## config.mk

```make
export PLATFORM = sky130hd
export DESIGN_NAME = mc_controller
export DESIGN_NICKNAME = d
export VERILOG_FILES = /design/src/rtl/mips_pkg.sv /design/src/rtl/alu_decoder.sv /design/src/rtl/mc_controller.sv
export SDC_FILE = /design/constraint.sdc
export NUM_CORES = 1
export LEC_CHECK = 0
export ABC_CLOCK_PERIOD_IN_PS = 1400
export BUFFER_PORTS_ARGS = -buffer_cell sky130_fd_sc_hd__buf_2
export CAP_MARGIN = 10
export CELL_PAD_IN_SITES_DETAIL_PLACEMENT = 1
export CELL_PAD_IN_SITES_GLOBAL_PLACEMENT = 2
export CORE_MARGIN = 4
export CORE_UTILIZATION = 18
export DETAILED_ROUTE_END_ITERATION = 10
export PLACE_DENSITY_LB_ADDON = 0.3
export SYNTH_ARGS = -nofsm -noshare
export SYNTH_HDL_FRONTEND = slang
export SYNTH_SLANG_ARGS = --single-unit
```

## constraint.sdc

```tcl
create_clock -name clk -period 1.4 [get_ports clk]
set_input_delay 0.07 -clock clk [delete_from_list [all_inputs] [get_ports clk]]
set_output_delay 0.07 -clock clk [all_outputs]
set_load 0.005 [all_outputs]
```

## src/rtl/mips_pkg.sv

```systemverilog
// Shared definitions for the multicycle MIPS control path: ALU operation
// codes (also used by the ALU), instruction opcode/funct fields, datapath
// mux selects and the controller state enumeration.
package mips_pkg;

    // ALU operations
    localparam logic [2:0] ALU_ADD = 3'b000;
    localparam logic [2:0] ALU_SUB = 3'b001;
    localparam logic [2:0] ALU_AND = 3'b010;
    localparam logic [2:0] ALU_OR  = 3'b011;
    localparam logic [2:0] ALU_SLT = 3'b100;

    // instruction[31:26]
    localparam logic [5:0] OP_RTYPE = 6'b000000;
    localparam logic [5:0] OP_LW    = 6'b100011;
    localparam logic [5:0] OP_SW    = 6'b101011;
    localparam logic [5:0] OP_ADDI  = 6'b001000;
    localparam logic [5:0] OP_BEQ   = 6'b000100;
    localparam logic [5:0] OP_J     = 6'b000010;

    // instruction[5:0] for R-type
    localparam logic [5:0] FN_ADD = 6'b100000;
    localparam logic [5:0] FN_SUB = 6'b100010;
    localparam logic [5:0] FN_AND = 6'b100100;
    localparam logic [5:0] FN_OR  = 6'b100101;
    localparam logic [5:0] FN_SLT = 6'b101010;

    // ALU B operand select
    localparam logic [1:0] SRC_B_REG     = 2'b00;
    localparam logic [1:0] SRC_B_FOUR    = 2'b01;
    localparam logic [1:0] SRC_B_IMM     = 2'b10;
    localparam logic [1:0] SRC_B_IMM_SH2 = 2'b11;

    // next-PC select
    localparam logic [1:0] PC_SRC_ALU     = 2'b00;
    localparam logic [1:0] PC_SRC_ALU_OUT = 2'b01;
    localparam logic [1:0] PC_SRC_JUMP    = 2'b10;

    typedef enum logic [3:0] {
        FETCH,
        DECODE,
        MEM_ADDR,
        MEM_READ,
        MEM_WB,
        MEM_WRITE,
        R_EXEC,
        R_WB,
        I_EXEC,
        I_WB,
        BRANCH,
        JUMP,
        HALT
    } state_t;

endpackage

```

## src/rtl/alu_decoder.sv

```systemverilog
// R-type function decoder: maps funct to an ALU operation. Unknown funct
// codes fall back to Add and raise the illegal flag.
module alu_decoder
    import mips_pkg::*;
(
    input  logic [5:0] funct,
    output logic [2:0] alu_op,
    output logic       illegal
);

    // funct -> ALU operation lookup
    always_comb begin
        // NOTE: every output gets a default before the case so no path leaves it unassigned (no latch).
        alu_op  = ALU_ADD;
        illegal = 1'b0;
        case (funct)
            FN_ADD:  alu_op = ALU_ADD;
            FN_SUB:  alu_op = ALU_SUB;
            FN_AND:  alu_op = ALU_AND;
            FN_OR:   alu_op = ALU_OR;
            FN_SLT:  alu_op = ALU_SLT;
            default: illegal = 1'b1;
        endcase
    end

endmodule

```

## src/rtl/mc_controller.sv

```systemverilog
// Multicycle MIPS controller: Moore FSM driving the datapath enables and
// mux selects. pc_write_cond is combined with the zero flag in the datapath.
// Build option ILLEGAL_TRAP_EN: unknown opcode or funct traps into HALT
// (halted=1, all enables off until reset). Without it, unknown opcodes act
// as a 2-cycle NOP and unknown funct codes execute as Add.
module mc_controller
    import mips_pkg::*;
(
    input  logic       clk,
    input  logic       rst_n,
    input  logic [5:0] opcode,
    input  logic [5:0] funct,
    input  logic       zero,
    output logic [2:0] alu_op,
    output logic       pc_write,
    output logic       pc_write_cond,
    output logic       i_or_d,
    output logic       mem_read,
    output logic       mem_write,
    output logic       ir_write,
    output logic       reg_write,
    output logic       reg_dst,
    output logic       mem_to_reg,
    output logic       alu_src_a,
    output logic       halted,
    output logic [1:0] alu_src_b,
    output logic [1:0] pc_src
);

    state_t     state;
    state_t     next_state;
    logic [2:0] r_alu_op;
    logic       funct_illegal;

    // zero is consumed by the datapath branch qualifier, not by the FSM
    logic unused;
    assign unused = ^{zero, funct_illegal};

    alu_decoder u_alu_decoder (
        .funct   (funct),
        .alu_op  (r_alu_op),
        .illegal (funct_illegal)
    );

    // state register; reset lands in FETCH without waiting for a clock edge
    always_ff @(posedge clk or negedge rst_n) begin
        // NOTE: sequential state uses non-blocking assignment so all flops update together.
        if (!rst_n) state <= FETCH;
        else        state <= next_state;
    end

    // next-state and Moore outputs, decoded from the current state
    always_comb begin
        next_state    = state;
        alu_op        = ALU_ADD;
        pc_write      = 1'b0;
        pc_write_cond = 1'b0;
        i_or_d        = 1'b0;
        mem_read      = 1'b0;
        mem_write     = 1'b0;
        ir_write      = 1'b0;
        reg_write     = 1'b0;
        reg_dst       = 1'b0;
        mem_to_reg    = 1'b0;
        alu_src_a     = 1'b0;
        halted        = 1'b0;
        alu_src_b     = SRC_B_REG;
        pc_src        = PC_SRC_ALU;
        case (state)
            FETCH: begin
                mem_read   = 1'b1;
                ir_write   = 1'b1;
                pc_write   = 1'b1;
                alu_src_b  = SRC_B_FOUR;
                next_state = DECODE;
            end
            DECODE: begin
                // precompute the branch target while the opcode is dispatched
                alu_src_b = SRC_B_IMM_SH2;
                case (opcode)
                    OP_LW, OP_SW: next_state = MEM_ADDR;
                    OP_RTYPE:     next_state = R_EXEC;
                    OP_ADDI:      next_state = I_EXEC;
                    OP_BEQ:       next_state = BRANCH;
                    OP_J:         next_state = JUMP;
`ifdef ILLEGAL_TRAP_EN
                    default:      next_state = HALT;
`else
                    default:      next_state = FETCH;
`endif
                endcase
            end
            MEM_ADDR: begin
                alu_src_a  = 1'b1;
                alu_src_b  = SRC_B_IMM;
                next_state = (opcode == OP_LW) ? MEM_READ : MEM_WRITE;
            end
            MEM_READ: begin
                mem_read   = 1'b1;
                i_or_d     = 1'b1;
                next_state = MEM_WB;
            end
            MEM_WB: begin
                reg_write  = 1'b1;
                mem_to_reg = 1'b1;
                next_state = FETCH;
            end
            MEM_WRITE: begin
                mem_write  = 1'b1;
                i_or_d     = 1'b1;
                next_state = FETCH;
            end
            R_EXEC: begin
                alu_src_a  = 1'b1;
                alu_op     = r_alu_op;
`ifdef ILLEGAL_TRAP_EN
                next_state = funct_illegal ? HALT : R_WB;
`else
                next_state = R_WB;
`endif
            end
            R_WB: begin
                reg_write  = 1'b1;
                reg_dst    = 1'b1;
                next_state = FETCH;
            end
            I_EXEC: begin
                alu_src_a  = 1'b1;
                alu_src_b  = SRC_B_IMM;
                next_state = I_WB;
            end
            I_WB: begin
                reg_write  = 1'b1;
                next_state = FETCH;
            end
            BRANCH: begin
                alu_src_a     = 1'b1;
                alu_op        = ALU_SUB;
                pc_write_cond = 1'b1;
                pc_src        = PC_SRC_ALU_OUT;
                next_state    = FETCH;
            end
            JUMP: begin
                pc_write   = 1'b1;
                pc_src     = PC_SRC_JUMP;
                next_state = FETCH;
            end
            HALT: begin
`ifdef ILLEGAL_TRAP_EN
                halted     = 1'b1;
`endif
                next_state = HALT;
            end
            default: next_state = FETCH;
        endcase
    end

endmodule

```

==> impl_results.md <==
- Wirelength per Cell: 13.1 um
- Ports: 33
- CP Data Required Time: roughly 1300 ps
- Fin Setup TNS: -2030 ps
- Post-Syn Instances: 74
- Largest net degree at the start of global routing: 15
- Area share of the largest cell type after synthesis: 18.6%
- P_leak: approximately 0.45 nW
- Die height: around 63 um
- Biggest regs: state (4)
- Total GRT Usage: 10.1%
- Fmax: 0.566 GHz
- Top reg by flops: state
- First-pass GRT wire length: 3.33 mm
- RSZ-0062 raised after global routing: yes
- Final Util: 35.5%
- Initial antenna violation count: 0
- Sequential share of the synthesized area: 18.6%
- Clock period minus worst slack: 1770 ps
- Critical path class: flop to output pin
- Ant. Diodes: 0
- Register bit total from synthesis: 4
- Min-delay worst type: input port to flop
- IR drop worst, VDD: 0.000603 V
- Met3 Wirelength: around 63 um
- Final hold vios: 0
- Met2 Wirelength: 1.03 mm
- Bufs on Longest Clock Path: 2
- Fin. max-slew vios: 0
- Clock skew: 3.76 ps
- Worst setup margin: -367 ps
- Pwr dens: approximately 1700 nW/um2
- Nets: 134
- Period utilization: 126%
- Max-Cap Viols: 0
- DRT antenna net count: 0
- DR top layer: met4
- Die X: roughly 63 um
- Initial DRC Count: 8
- Yosys warnings: 0
- Syn Nets: 89
- Share of layout cells above drive strength 1: between 60 and 70%
- Average cell area after synthesis: between 7 and 8 um2
- Initial Util: 19.2%
- Max FO, Critical Path: 3
- Wire length on met1: 830 um
- Clock root cell: clkbuf_4
- Failing checks: negative setup slack
- Crit path DAT: 1700 ps
- Area growth, synth to finish: 85.3%
- Via count: between 700 and 800
- Final wirelength: approximately 1.9 mm
- Clock transition at the registers of the reported paths: approximately 40 ps
- Largest register FFs: 4
- Setup crit end kind: output pin
- Die Area: 3930 um2
- Dpl hpwl: 1.54 mm
- Remaining routing DRC violations: 0
- Drt pass-1 iters: 3
- Core area: 2810 um2
- Post-synth design cell area: around 540 um2
- Placer Congestion: 0.723
- Global route overflow: 0
- PortBufs: 30
- Num CTS Buffers: 3
- Startpoint Class: flop
- Netlist cell types: 31
- Synth top area cells: dfrtp_1 19%, nor2_1 7.7%, nand2b_1 5.8%, a21oi_1 5.6%, nor3_1 5.6%
- Fill cells: 364
- Final setup vio count: 14
- Vias in the first global route: 760
- Via/cell ratio: ~4.8
- Status: finished with violations
- Clock Sinks: 4
- Synth area leader: dfrtp_1
- Num rows: 19
- H-Tree Depth: 1
- Clk_lat worst skew: roughly 230 ps
- CTS tree: yes
-- kinds of logic after synthesis --
family,Yosys count,share of synthesized area (%)
AND/OR/NAND/NOR,42,44.7
flip-flops,4,18.6
AO/OA/AOI/OAI,17,23.0
other,1,0.697
XOR/XNOR,3,4.88
buffers and inverters,7,8.14
-- power by group --
part	total, mW	switching, mW	internal, mW
registers	0.196	0.0385	0.157
clock network	0.142	0.0464	0.0959
logic	1.38	0.642	0.741
total	1.72	0.727	0.994
-- synth_stat cells, drive strengths merged --
cell type and number:
a21o 1, a21oi 6, a22oi 1, a31oi 1
and4 1, buf 5, clkbuf 2, conb 1
dfrtp 4, nand2 6, nand2b 6, nand3 2
nand4 1, nor2 11, nor2b 3, nor3 6
nor3b 1, nor4b 1, o21ai 2, o22ai 2
o32ai 3, o41ai 1, or2 1, or3 2
or4b 1, xnor2 1, xor2 2
-- worst paths after layout --
check                           cells after the start  slack [ps]      start         to
worst max-delay path                                4        -370   state[3]  alu_op[1]
worst min-delay path                                2         100  opcode[5]   state[3]
worst max register to register                      5        -150   state[3]   state[3]
worst min register to register                      2         730   state[0]   state[0]
max in group asynchronous                           2        1110      rst_n   state[3]
min in group asynchronous                           2         170      rst_n   state[1]
-- routing by layer --
| layer | up-vias | track usage (%) |
|---|---|---|
| met3 | 2 | 2.52 |
| met4 | 0 | 3.31 |
| met1 | 345 | 11.2 |
| met5 | - | 0 |
| li1 | 348 | - |
| met2 | 14 | 18.6 |
-- per-stage QoR --
stage	instances	instance area (um2)	power, mW	hold slack (ps)	setup slack [ps]
3_3_place_gp	141	786	1.18	-115	-96.8
2_1_floorplan	74	546	0.755	-226	-36.4
5_1_grt	148	997	1.88	104	-448
3_5_place_dp	141	786	1.20	-116	-131
4_1_cts	145	855	1.45	102	-366
6_report	148	997	1.72	103	-367
-- placed cells by master, fill, tap and decap left out, drive strengths merged, types with 2 or more instances in the layout --
cell type and n:
o21ai 2, nor2b 3, a21oi 6, nand3 2
o22ai 2, or3 2, dfrtp 4, xor2 2
clkbuf 3, o32ai 3, nand2b 6, nor2 11
buf 46, nand2 6, nor3 6
-- critical path, cell delays in order, from the launching register on --
cell and delay [ps]:
dfrtp_1 390, nand2b_4 150, or4b_4 500, nor4b_2 270
buf_2 150
-- area by class of cell --
cell class                 count  area, um2  share of cell area, %
tap                           31       38.8                   3.89
multi-input combinational     63        505                   50.7
timing repair buffer          47        330                   33.1
sequential                     4        100                   10.0
clock buffer                   3       22.5                   2.26
-- repair_timing --
action / 4_1_cts / 5_1_grt
pin swaps: 3 / 8
resized for setup: 8 / 28
gates cloned: 0 / 0
hold buffers: 1 / 0
setup endpoints to repair: 11 / 16
endpoints found under the hold margin: 4 / 0
buffers inserted: 1 / 4
(Power assumes the default switching activity.)
